## src/rtl/mul_seq_ctrl.sv

```systemverilog
// Multi-cycle shift-and-add multiplier controller for the calculator's multiply path.
// Accepts an operand pair on start/ready, iterates WIDTH cycles, then pulses done for one cycle.
module mul_seq_ctrl #(
  parameter int unsigned WIDTH = 4
) (
  input  logic               clk,
  input  logic               rst,
  input  logic               start,
  input  logic [WIDTH-1:0]   x,
  input  logic [WIDTH-1:0]   y,
  output logic               ready,
  output logic               busy,
  output logic               done,
  output logic [2*WIDTH-1:0] product,
  output logic [WIDTH-1:0]   result,
  output logic               overflow
);

  localparam int unsigned CW = (WIDTH > 1) ? $clog2(WIDTH) : 1;

  typedef enum logic [1:0] {
    S_IDLE = 2'd0,
    S_RUN  = 2'd1,
    S_DONE = 2'd2
  } state_t;

  state_t             r_state;
  logic [2*WIDTH-1:0] r_acc;
  logic [2*WIDTH-1:0] r_mcand;
  logic [WIDTH-1:0]   r_mplier;
  logic [CW-1:0]      r_cnt;
  logic [2*WIDTH-1:0] r_product;
  logic [WIDTH-1:0]   r_result;
  logic               r_overflow;

  // Accumulator value after this cycle's partial product; also the final product on the last RUN edge.
  logic [2*WIDTH-1:0] w_sum;
  assign w_sum = r_acc + (r_mplier[0] ? r_mcand : '0);

  always_ff @(posedge clk) begin
    if (rst) begin
      r_state    <= S_IDLE;
      r_acc      <= '0;
      r_mcand    <= '0;
      r_mplier   <= '0;
      r_cnt      <= '0;
      r_product  <= '0;
      r_result   <= '0;
      r_overflow <= 1'b0;
    end else begin
      case (r_state)
        S_IDLE: begin
          if (start) begin
            r_mcand  <= {{WIDTH{1'b0}}, x};
            r_mplier <= y;
            r_acc    <= '0;
            r_cnt    <= '0;
            r_state  <= S_RUN;
          end
        end
        S_RUN: begin
          r_acc    <= w_sum;
          r_mcand  <= r_mcand << 1;
          r_mplier <= r_mplier >> 1;
          r_cnt    <= r_cnt + CW'(1);
          if (r_cnt == CW'(WIDTH - 1)) begin
            r_product  <= w_sum;
            r_result   <= w_sum[WIDTH-1:0];
            r_overflow <= |w_sum[2*WIDTH-1:WIDTH];
            r_state    <= S_DONE;
          end
        end
        S_DONE: begin
          r_state <= S_IDLE;
        end
        default: begin
          r_state <= S_IDLE;
        end
      endcase
    end
  end

  assign ready    = (r_state == S_IDLE);
  assign busy     = (r_state == S_RUN) || (r_state == S_DONE);
  assign done     = (r_state == S_DONE);
  assign product  = r_product;
  assign result   = r_result;
  assign overflow = r_overflow;

endmodule

```

## config.mk

```make
export PLATFORM = sky130hd
export DESIGN_NAME = mul_seq_ctrl
export DESIGN_NICKNAME = d
export VERILOG_FILES = /design/src/rtl/mul_seq_ctrl.sv
export SDC_FILE = /design/constraint.sdc
export NUM_CORES = 1
export LEC_CHECK = 0
export ABC_AREA = 1
export BUFFER_PORTS_ARGS = -buffer_cell sky130_fd_sc_hd__clkbuf_2
export CAP_MARGIN = 5
export CORE_MARGIN = 1.5
export CORE_UTILIZATION = 55
export DETAILED_ROUTE_END_ITERATION = 8
export GPL_TIMING_DRIVEN = 0
export PLACE_DENSITY = 0.77
export SLEW_MARGIN = 20
export SYNTH_ARGS = -nofsm -noshare
export SYNTH_HDL_FRONTEND = slang
export SYNTH_SLANG_ARGS = --single-unit
```

## constraint.sdc

```tcl
create_clock -name clk -period 2.31 [get_ports clk]
set_clock_uncertainty 0.1 [all_clocks]
set_input_delay 0.231 -clock clk [delete_from_list [all_inputs] [get_ports clk]]
set_output_delay 0.231 -clock clk [all_outputs]
set_load 0.03 [all_outputs]
```

==> results of run 1 <==
[stage by stage]
step	setup WS [ns]	hold WS [ns]	total power, mW	instance area (um^2)	std cells
2_1_floorplan	0.3631	0.2897	0.8128	1829	265
3_3_place_gp	0.08999	0.3504	0.8688	2009	334
4_1_cts	0.04877	0.02932	1.198	2064	341
5_1_grt	0.02808	0.02903	1.264	2086	343
6_report	0.1591	0.02822	1.207	2086	343
3_5_place_dp	0.09766	0.3555	0.8731	2009	334
[worst max-delay path by stage]
stage                 from         end  slack, ns  cells after the start
2_1_floorplan  r_mplier[0]  product[4]       0.36                     14
3_3_place_gp   r_mplier[0]  product[4]       0.09                     14
3_5_place_dp   r_mplier[0]  product[4]        0.1                     14
4_1_cts        r_mplier[0]  product[4]       0.05                     14
5_1_grt        r_mplier[0]  product[4]       0.03                     14
6_report       r_mplier[0]  product[4]       0.16                     14
[tightest hold or removal path, stage by stage]
cell                       delay, ns
sky130_fd_sc_hd__clkbuf_2       0.08
sky130_fd_sc_hd__nand2_1        0.05
sky130_fd_sc_hd__a31oi_1        0.07
[what timing repair did]
action | 4_1_cts | 5_1_grt
resized for setup | 0 | 4
buffers inserted | 0 | 2
endpoints found under the setup margin | 0 | 2
[power groups by stage]
stage               Sequential [mW]  Combinational (mW)  Clock, mW
detailed placement            0.632               0.241          0
global route                  0.623               0.283      0.358
CTS                           0.619               0.242      0.337
finish                        0.620               0.254      0.334
floorplan                     0.627               0.186          0
global placement              0.631               0.238          0
[kinds of logic (layout without fill, tap and decap cells)]
family	after synthesis	in the layout	share of synthesized area, %
AOI/OAI and AO/OA	46	46	13.61
adders and majority gates	12	12	8.618
buffers and inverters	55	89	14.16
DFF	33	33	36.11
and+or+nand+nor	119	119	27.50
[sequential cells by signal (all words and copies together), names as in the netlist]
| name | flops |
|---|---|
| r_acc | 8 |
| r_state | 2 |
| r_mcand | 8 |
| r_cnt | 2 |
| r_mplier | 4 |
| product | 8 |
| overflow | 1 |
[metal layers]
metal  global-route usage, %  part of all wire (%)  vias to the layer above
met2                   38.25                    45                       41
met5                       0                     0                        -
met3                   7.463                   4.9                        7
met4                   9.627                   1.9                        0
li1                        -                     -                      897
met1                   32.37                    48                      770
[layout make-up]
type                    count  share of cell area (%)
well taps                  44                   2.639
multi-input cells         177                   43.61
repair buffers             27                   6.719
clock buffers               7                   2.639
plain buffers              13                   4.919
flip-flops and latches     33                   31.67
inverters                  42                   7.798
[placed cells by master (no fill, tap or decap), types with 4 or more instances in the layout]
| cell type | instances |
|---|---|
| sky130_fd_sc_hd__a31oi_1 | 6 |
| sky130_fd_sc_hd__buf_4 | 8 |
| sky130_fd_sc_hd__a21oi_1 | 19 |
| sky130_fd_sc_hd__o21ai_0 | 16 |
| sky130_fd_sc_hd__buf_6 | 4 |
| sky130_fd_sc_hd__nor2_1 | 18 |
| sky130_fd_sc_hd__inv_1 | 38 |
| sky130_fd_sc_hd__nand2_1 | 81 |
| sky130_fd_sc_hd__ha_1 | 11 |
| sky130_fd_sc_hd__clkbuf_2 | 25 |
| sky130_fd_sc_hd__dfxtp_1 | 33 |
| sky130_fd_sc_hd__clkbuf_4 | 5 |
| sky130_fd_sc_hd__nand3_1 | 13 |
[cell usage after synthesis (all sizes together)]
cell type / instances / area share, %
nor2: 20 / 4.9
fa: 1 / 1.1
buf: 11 / 4.9
ha: 11 / 7.5
or2: 1 / 0.34
a211oi: 1 / 0.41
o211ai: 1 / 0.41
nor3: 2 / 1.1
a21o: 2 / 0.82
nand4: 1 / 0.34
nand2: 82 / 17
nand3: 13 / 3.6
a31oi: 6 / 2.1
dfxtp: 33 / 36
o21ai: 16 / 4.4
clkbuf: 2 / 0.41
inv: 42 / 8.9
a21oi: 19 / 5.2
o22ai: 1 / 0.34
==> run summary, run 1 <==
The post-synthesis cell area came out at 1829 um^2. The initial cell density of the core is 58.95%. The accumulated negative setup slack is 0 ns. Setup violations remaining at the end of the flow were counted as 0. The first-pass GRT wire length is 6.637 mm.

Combinational cells account for around a fifth of the total power. From left edge to right edge, the die measures about 61 um. The count of yosys warnings during synthesis came out at 0. The setup slack of the worst register-to-register path is 0.16 ns. The tool flagged a number of max-cap violations equal to 0.

The number of clock buffers inserted by TritonCTS came out at 5. The count of hold buffers inserted by post-cts repair is 0. Routability-driven placement finished with a final weighted congestion of 0.8883. The per-instance average area after synthesis is 6.903 um^2. The number of antenna diodes in the final layout is 0. The clock slew seen by the registers of the worst setup and hold paths came out at 0.09 ns.

The overall via count from detail_route came out at about 1700. The most numerous cell type found on the critical path is sky130_fd_sc_hd__nand2_1. The number of nets handed over by synthesis was 288. The number of violations reported at the end of detailed-routing iteration 0 came out at 123. The total net switching power is 0.3708 mW. Counting cells, the worst reg-to-reg path comes to 14. The number of H-tree levels is 2. The critical path arrival came out at 2.34 ns. The total leakage power came out at 1.100 nW. In this run the most critical hold path is launched from y[0]. Clock latency on the worst-skew pair, taken at its later pin, is 0.34 ns. Cells with a size suffix above 1 make up 18.06% of the layout. The core region area came out at 3103 um^2. The HPWL reported at the end of detailed placement is between 2 and 3 mm.

Of the total power, the share spent switching nets is 30.72%. The flow ran to the end, and the final reports show no timing, DRC or antenna violations. The number of pins with negative max-slew slack in the final report is 0. The worst setup path is launched from a register. Cells fill 67.22% of the core in the end.

The area taken by flip-flops and latches came out at between 600 and 700 um^2. The startpoint identified for the worst register-to-register timing path is r_mplier[0]. The number of instances in the synthesized netlist is 265. The overall die height is between 60 and 70 um.

The clock sink count is 33. The flip-flop and latch count after synthesis came out at 33. Global routing finished with a remaining overflow of 0. The number of antenna violations at the first check in global routing came out at 0.

The final period utilization came out at 93.11%. The sequential element share of the synthesized area is 36.11%. The cell sitting at the root of the clock tree is a sky130_fd_sc_hd__clkbuf_4. The worst hold path was traced through 3 stages. The number of filler instances in the final layout came out at 299. The kind of cell with the highest combined delay on the critical path is simple AND/OR/NAND/NOR gates. The share of total power in the clock network came out at 27.6%.

Setup repair after global routing left no endpoint under its margin. For this run, the total global-route usage over all layers was measured as 24.69%. The number of global-route vias before repair came out at 1482. For the worst setup path, the data required time is 2.50 ns.

Dividing the detail-routed wire length by the instance count gives ~11 um. The classification of the worst setup path is register to register. The count of endpoints failing hold in the final timing report came to 0. The floorplan has 20 rows.

The number of top-level pins is 27. The minimum clock period is 2.151 ns. The path with the worst hold slack has its endpoint at r_mplier[0]. Walking the worst path, the cells encountered are buf_6, nand2_1, inv_1, ha_1, inv_1, fa_1, inv_2, nand2_1, nand2_1, nand3_1, nand2_1, nor2_1, or2_2, inv_1. The worst supply voltage drop on vdd is between 500 and 600 uV. The biggest cell delay along the critical path is ~0.40 ns. The worst setup path is captured at a register. The die covers approximately 3700 um^2. The largest individual stage delay along the critical path comes from the cell sky130_fd_sc_hd__fa_1. The detailed-router iteration count before antenna repair came out at 5. The mean number of vias per cell came out at around 5.0. The multi-input combinational cells in the finished layout cover a total of a little over 900 um^2. The tightest slew margin relative to the limit is about two thirds. The final wirelength came out at 3.914 mm. For this design the ratio of total power to cell area is 578.8 nW/um^2. The TritonCTS clock tree is built. The synthesis-to-layout area growth came out at 14.02%. Along the worst path, the maximum fanout reaches 5. The number of buffer and inverter instances along the worst setup path is 5.

The transition time at the pin with the least slew margin came out at 0.5291 ns. The design internal power came out at 0.8364 mW. The maximum number of pins on one net before global-route repair is 11. The worst register-to-register path ends at product[4]. The highest clock rate came out at 464.9 MHz. The count of distinct cell types in the synthesized netlist came out at 25.

The net count reported at finish is 322. The count of nets left with antenna violations after detail routing came out at 0. The maximum buffer depth of the clock tree came out at 2. The fraction of power consumed by sequential logic came out at 51.3%.

The number of design rule violations left after detail routing is 0. In this run the worst hold path is classified as input pin to register. The count of input and output buffers came out at 25.
(Power assumes the default switching activity.)
==> inputs of run 2 (changes only) <==
--- a/config.mk
+++ b/config.mk
@@ -8,6 +8,7 @@
 export ABC_AREA = 1
 export BUFFER_PORTS_ARGS = -buffer_cell sky130_fd_sc_hd__clkbuf_2
 export CAP_MARGIN = 5
+export CORE_ASPECT_RATIO = 1.5
 export CORE_MARGIN = 1.5
 export CORE_UTILIZATION = 55
 export DETAILED_ROUTE_END_ITERATION = 8
==> run summary, run 2 (synthesis gave the netlist of run 1 again) <==
The overall die area was 3688 um^2 (was 3681 um^2). The power per cell area is 622.0 nW/um^2 (was 578.8 nW/um^2). The number of pins with negative max-slew slack in the final report is 0 (unchanged). The number of filler instances in the final layout is 288 (was 299). The highest clock rate came out at 474.3 MHz (was 464.9 MHz). The routed wire length on met3 is 130 um (was 190 um). The post-CTS setup-driven buffer insertion count was 0 (unchanged). The data required time at the worst endpoint is 2.45 ns (was 2.50 ns). The net count reported at finish is 320 (was 322). The hold path depth is 3 (unchanged).

The leftover overflow at the end of global routing is 0 (unchanged). The count of input and output buffers is 25 (unchanged). The critical path arrival is 2.24 ns (was 2.34 ns).

The capturing element type of the critical path is a register (unchanged). Status: complete, no violations (unchanged). The count of hold buffers inserted by post-cts repair came out at 0 (unchanged). The area of the multi-input gates came out at 912.1 um^2 (was 909.6 um^2). The per-cell routed wire length came to 11.93 um (was 11.41 um). The number of top-level pins came out at 27 (unchanged). The clock sink count was 33 (unchanged). The first-pass GRT wire length came out at 6.962 mm (was 6.637 mm).

The number of H-tree levels is 2 (unchanged). The mean number of vias per cell is 4.988 (was 5.000). The maximum number of pins on one net before global-route repair is 11 (unchanged).

The worst hold margin came out at 0.08271 ns (was 0.02822 ns). The length of routed wiring on met1 is 1.643 mm (was 1.887 mm). The overall routing resource usage came out at 25.22% (was 24.69%). The number of global-route vias before repair is 1570 (was 1482). The antenna diode count was 0 (unchanged).

The worst reg2reg path depth is 14 (unchanged). The fraction of power consumed by combinational cells was 18.5% (was 21.0%). The share of total power in the clock network is 33.9% (was 27.6%). The total leakage power is 1.103 nW (was 1.100 nW). The highest metal layer with signal wires is met4 (unchanged). The worst hold-check path type is input pin to register (unchanged). The overall via count from detail_route is 1681 (was 1715). The largest fanout of any net on the critical path is 10 (was 5). The number of clock buffers inserted by TritonCTS came out at 5 (unchanged). The number of buffer and inverter instances along the worst setup path came out at 5 (unchanged). The number of setup violations in the final report was 0 (unchanged). The accumulated negative setup slack is 0 ns (unchanged).

The TritonCTS clock tree was built (unchanged). The count of endpoints failing hold in the final timing report came out at 0 (unchanged). The number of instances resized during post-cts repair came to 0 (unchanged). The area taken by flip-flops and latches came out at 660.6 um^2 (unchanged).

The cell row count is 25 (was 20). The classification of the worst setup path is register to register (unchanged). CP cell instances: buf_4, nand2_1, inv_1, ha_1, inv_1, fa_2, inv_2, nand2_1, nand2_1, nand3_1, nand2_1, nor2_1, or2_2, inv_1 (was buf_6, nand2_1, inv_1, ha_1, inv_1, fa_1, inv_2, nand2_1, nand2_1, nand3_1, nand2_1, nor2_1, or2_2, inv_1). The number of violations reported at the end of detailed-routing iteration 0 is 57 (was 123).

The total net switching power came out at 0.3818 mW (was 0.3708 mW). The count of nets left with antenna violations after detail routing is 0 (unchanged). The horizontal die dimension is 50.09 um (was 60.67 um).

Top library cells by usage in the layout, fill and taps aside: 81 x sky130_fd_sc_hd__nand2_1, 38 x sky130_fd_sc_hd__inv_1, 33 x sky130_fd_sc_hd__dfxtp_1 (unchanged). The core region area came out at 3159 um^2 (was 3103 um^2). The biggest cell delay along the critical path is 0.36 ns (was 0.40 ns).

The detailed-router iteration count before antenna repair is 4 (was 5). The setup slack of the worst register-to-register path is 0.20 ns (was 0.16 ns). The number of max-capacitance violations reported came out at 0 (unchanged). The fraction of power consumed by sequential logic came out at 47.6% (was 51.3%).

The synthesis-to-layout area growth is 14.57% (was 14.02%). The share of final-layout standard cells stronger than drive strength 1 came out at 17.85% (was 18.06%). The clock slew seen by the registers of the worst setup and hold paths came out at 0.07 ns (was 0.09 ns). The leading cell type in the layout, fill and taps excluded is sky130_fd_sc_hd__nand2_1 (unchanged).

The fraction of power spent switching nets was 29.29% (was 30.72%). The HPWL reported at the end of detailed placement came out at 3.027 mm (was 2.910 mm). The clock root buffer is sky130_fd_sc_hd__clkbuf_8 (was sky130_fd_sc_hd__clkbuf_4). The number of design rule violations left after detail routing is 0 (unchanged). The final wirelength is 4.020 mm (was 3.914 mm). The final period utilization came out at 91.26% (was 93.11%). The overall die height is 73.63 um (was 60.67 um). The element type at the critical path start is a register (unchanged). Unrepaired setup endpoints after global routing: no (unchanged). The tightest slew margin relative to the limit came out at 66.05% (was 64.73%).

The maximum buffer depth of the clock tree came out at 2 (unchanged). The cell at the slowest stage of the critical path was sky130_fd_sc_hd__fa_2 (was sky130_fd_sc_hd__fa_1). The worst supply voltage drop on vdd came out at 576.7 uV (was 528.3 uV). The kind of cell with the highest combined delay on the critical path is simple AND/OR/NAND/NOR gates (unchanged). The detailed route wirelength on metal2 came out at 2.101 mm (was 1.763 mm). The transition time at the pin with the least slew margin came out at 0.5092 ns (was 0.5291 ns). The final weighted congestion in routability-driven placement came out at 0.8325 (was 0.8883). The design internal power came to 0.9218 mW (was 0.8364 mW).

The minimum clock period is 2.108 ns (was 2.151 ns). The number of antenna violations at the first check in global routing came out at 0 (unchanged). The clock latency at the later pin of the worst-skew pair is 0.29 ns (was 0.34 ns).

The initial cell density of the core is 57.90% (was 58.95%). The instance count on the critical path came out at 14 (unchanged). The most common cell type on the critical path is sky130_fd_sc_hd__nand2_1 (unchanged).
run 2: cell count changes in the layout (fill, tap and decap cells not counted), sizes merged:
cell,change
buf,-2
run 2: per-stage QoR:
step / util, % / instance area (um^2) / setup WS (ns) / cells / total power [mW]
after CTS: 66.18 / 2091 / 0.08194 / 337 / 1.309
after detailed placement: 63.45 / 2004 / 0.1324 / 330 / 0.8729
after global placement: 63.45 / 2004 / 0.1236 / 330 / 0.8677
after global routing: 66.34 / 2096 / 0.03874 / 337 / 1.366
final: 66.34 / 2096 / 0.2018 / 337 / 1.304
after floorplan: - / 1829 / 0.3631 / 265 / 0.8128
run 2: layout make-up:
type                    instances  area share (%)
flip-flops and latches         33           31.52
repair buffers                 25           5.970
well taps                      40           2.388
inverters                      42           7.761
clock buffers                   7           4.119
plain buffers                  13           4.716
multi-input cells             177           43.52
run 2: power by group through the flow:
stage               registers [mW]  clock network (mW)  logic (mW)
floorplan                    0.627                   0       0.186
global placement             0.630                   0       0.238
detailed placement           0.632                   0       0.241
CTS                          0.620               0.446       0.243
global route                 0.624               0.470       0.273
finish                       0.620               0.442       0.241
run 2: path summary, 6_finish.rpt:
check	start	to
setup reg to reg	r_mplier[0]	product[4]
hold / removal	x[3]	r_mcand[3]
setup / recovery	r_mplier[0]	product[4]
hold reg to reg	r_mplier[1]	r_mplier[0]
run 2: routing by layer:
layer,up-vias,global-route usage [%]
met5,-,0
met4,0,13.58
met3,14,5.081
met2,36,44.15
met1,739,28.30
li1,892,-
run 2: tightest hold or removal path: cells and delay by family:
kind	cells	cell delay, ns
compound gates	1	0.07
buf+inv	1	0.08
simple gates	1	0.05
==> inputs of run 3 (changes only) <==
--- a/config.mk
+++ b/config.mk
@@ -14,6 +14,7 @@
 export DETAILED_ROUTE_END_ITERATION = 8
 export GPL_TIMING_DRIVEN = 0
 export PLACE_DENSITY = 0.77
+export REMOVE_ABC_BUFFERS = 1
 export SLEW_MARGIN = 20
 export SYNTH_ARGS = -nofsm -noshare
 export SYNTH_HDL_FRONTEND = slang
==> run summary, run 3 (synthesis gave the netlist of run 1 again) <==
The hold path endpoint is r_mplier[1] (was r_mcand[3]). The mean number of vias per cell is 5.179 (was 4.988). The share of final-layout standard cells stronger than drive strength 1 is 14.79% (was 17.85%).

The data required time at the worst endpoint came out at 2.39 ns (was 2.45 ns). The count of hold buffers inserted by post-cts repair came out at 0 (unchanged). The number of buffer and inverter instances along the worst setup path is 3 (was 5). The leading cell type in the layout, fill and taps excluded is sky130_fd_sc_hd__nand2_1 (unchanged). The count of nets left with antenna violations after detail routing came out at 0 (unchanged). The number of global-route vias before repair was 1520 (was 1570).

The detailed-router iteration count before antenna repair came out at 4 (unchanged). The total leakage power was 1.042 nW (was 1.103 nW). The fraction of power spent switching nets is 29.99% (was 29.29%). The HPWL reported at the end of detailed placement is 2.663 mm (was 3.027 mm). The antenna diode count came out at 0 (unchanged). Top library cells by usage in the layout, fill and taps aside: 81 x sky130_fd_sc_hd__nand2_1, 39 x sky130_fd_sc_hd__inv_1, 32 x sky130_fd_sc_hd__dfxtp_1 (was 81 x sky130_fd_sc_hd__nand2_1, 38 x sky130_fd_sc_hd__inv_1, 33 x sky130_fd_sc_hd__dfxtp_1). The capturing element type of the critical path was a register (unchanged).

The accumulated negative setup slack came to 0 ns (unchanged). The fraction of power consumed by sequential logic is 51.1% (was 47.6%). The clock sink count came to 33 (unchanged).

The worst supply voltage drop on vdd came to 526.6 uV (was 576.7 uV). The synthesis-to-layout area growth came out at 8.687% (was 14.57%). The per-cell routed wire length was 11.60 um (was 11.93 um). The net count reported at finish was 308 (was 320). The clock latency at the later pin of the worst-skew pair came to 0.28 ns (was 0.29 ns). The start of the worst register-to-register path is r_mplier[0] (unchanged). The number of clock buffers inserted by TritonCTS came out at 5 (unchanged).

The initial cell density of the core came out at 57.90% (unchanged). The end of the worst register-to-register path is overflow (was product[4]). The classification of the worst setup path is register to register (unchanged). The cell at the slowest stage of the critical path is sky130_fd_sc_hd__dfxtp_2 (was sky130_fd_sc_hd__fa_2). The clock slew seen by the registers of the worst setup and hold paths is 0.07 ns (about the same). The kind of cell with the highest combined delay on the critical path was simple AND/OR/NAND/NOR gates (unchanged). The number of H-tree levels was 2 (unchanged). The worst hold-check path type is input pin to register (unchanged). The cell row count is 25 (unchanged). The final period utilization is 92.25% (was 91.26%).

The number of design rule violations left after detail routing is 0 (unchanged). The transition time at the pin with the least slew margin came out at 0.4464 ns (was 0.5092 ns). CP cell instances: nand2_1, inv_1, ha_1, inv_1, fa_1, inv_1, nand3_1, nand3_1, nand2_1, nor2_1, nand3_1, nor2_1, nor2_1 (was buf_4, nand2_1, inv_1, ha_1, inv_1, fa_2, inv_2, nand2_1, nand2_1, nand3_1, nand2_1, nor2_1, or2_2, inv_1). The overall die height came out at 73.63 um (unchanged). The element type at the critical path start was a register (unchanged). The setup slack of the worst register-to-register path came out at 0.18 ns (was 0.20 ns). The maximum buffer depth of the clock tree is 2 (unchanged). The number of cells in the finished layout apart from fillers came to 324 (was 337).

The overall die area came out at 3688 um^2 (unchanged). The number of filler instances in the final layout came out at 316 (was 288). The first-pass GRT wire length is 6.299 mm (was 6.962 mm). The number of placed cells counting well taps came to 318 (was 330).

The final wirelength is 3.757 mm (was 4.020 mm). The power per cell area was 617.5 nW/um^2 (was 622.0 nW/um^2). The core region area was 3159 um^2 (unchanged). The horizontal die dimension is 50.09 um (unchanged).

The total net switching power is 0.3681 mW (was 0.3818 mW). The maximum number of pins on one net before global-route repair came to 19 (was 11). The tightest slew margin relative to the limit is 70.20% (was 66.05%). The worst reg2reg path depth is 13 (was 14). Status: complete, no violations (unchanged). The overall via count from detail_route came to 1678 (was 1681).

The design internal power came out at 0.8595 mW (was 0.9218 mW). The final weighted congestion in routability-driven placement came out at 0.8533 (was 0.8325). The number of max-capacitance violations reported is 0 (unchanged). The biggest cell delay along the critical path came out at 0.43 ns (was 0.36 ns). The worst hold path startpoint is y[1] (was x[3]). The number of top-level pins came to 27 (unchanged). The minimum clock period came to 2.131 ns (was 2.108 ns). The number of antenna violations at the first check in global routing is 0 (unchanged).

The critical path arrival came out at 2.21 ns (was 2.24 ns). The count of endpoints failing hold in the final timing report came out at 0 (unchanged). The overall routing resource usage came to 22.50% (was 25.22%). The highest clock rate came out at 469.3 MHz (was 474.3 MHz). Unrepaired setup endpoints after global routing: no (unchanged). The count of input and output buffers was 26 (was 25). The largest fanout of any net on the critical path was 10 (unchanged).

The number of violations reported at the end of detailed-routing iteration 0 is 31 (was 57). The number of pins with negative max-slew slack in the final report came out at 0 (unchanged). The clock root buffer is sky130_fd_sc_hd__clkbuf_8 (unchanged). The hold path depth came to 3 (unchanged). The fraction of power consumed by combinational cells is 16.4% (was 18.5%). The TritonCTS clock tree is built (unchanged).

The share of total power in the clock network came out at 32.5% (was 33.9%). The leftover overflow at the end of global routing is 0 (unchanged). The post-CTS setup-driven buffer insertion count came to 0 (unchanged). The number of setup violations in the final report came out at 0 (unchanged).
-- run 3: worst min-delay path, cell delays in order --
cell and delay [ns]:
sky130_fd_sc_hd__clkbuf_2 0.08, sky130_fd_sc_hd__nand2_1 0.05, sky130_fd_sc_hd__a31oi_1 0.07
-- run 3: metal layers --
layer  track usage [%]  share of wire (%)  vias to the layer above
met4             12.65                3.0                        0
met5                 0                  0                        -
li1                  -                  -                      871
met2             41.67                 51                       41
met3             4.675                3.5                       11
met1             22.93                 42                      755
-- run 3: what timing repair did --
item                                    CTS  global route
gates resized for setup                   0             1
endpoints found under the setup margin    0             2
endpoints found under the hold margin     0             0
-- run 3: area by class of cell --
cell class	instances	area (um^2)	share of cell area, %
Tap cell	40	50.05	2.517
Clock buffer	5	68.82	3.461
Sequential cell	33	661.9	33.29
Multi-Input combinational cell	177	909.6	45.75
Inverter	42	162.7	8.181
Clock inverter	1	5.005	0.2517
Timing Repair Buffer	26	130.1	6.545
-- run 3: power groups by stage --
stage	Clock, mW	Sequential (mW)	Combinational (mW)
floorplan	0	0.632	0.150
global placement	0	0.638	0.199
detailed placement	0	0.638	0.201
CTS	0.411	0.626	0.203
global route	0.424	0.631	0.232
finish	0.399	0.627	0.201
-- run 3: per-stage QoR --
stage / util (%) / hold slack, ns / power (mW) / instance area (um^2) / setup slack, ns
3_3_place_gp: 60.55 / 0.3542 / 0.8365 / 1913 / 0.1243
4_1_cts: 62.89 / 0.09206 / 1.240 / 1987 / 0.09164
6_report: 62.93 / 0.09935 / 1.228 / 1988 / 0.1790
3_5_place_dp: 60.55 / 0.3616 / 0.8397 / 1913 / 0.1224
5_1_grt: 62.93 / 0.1044 / 1.287 / 1988 / 0.05036
2_1_floorplan: - / 0.2001 / 0.7818 / 1733 / 0.3610
-- run 3: worst max path at each step --
stage	startpoint	cells past startpoint	slack (ns)	endpoint
6_report	r_mplier[0]	13	0.18	overflow
3_5_place_dp	r_mplier[0]	13	0.12	product[4]
3_3_place_gp	r_mplier[0]	13	0.12	overflow
5_1_grt	r_mplier[0]	13	0.05	overflow
4_1_cts	r_mplier[0]	13	0.09	product[4]
2_1_floorplan	r_mplier[0]	13	0.36	product[4]
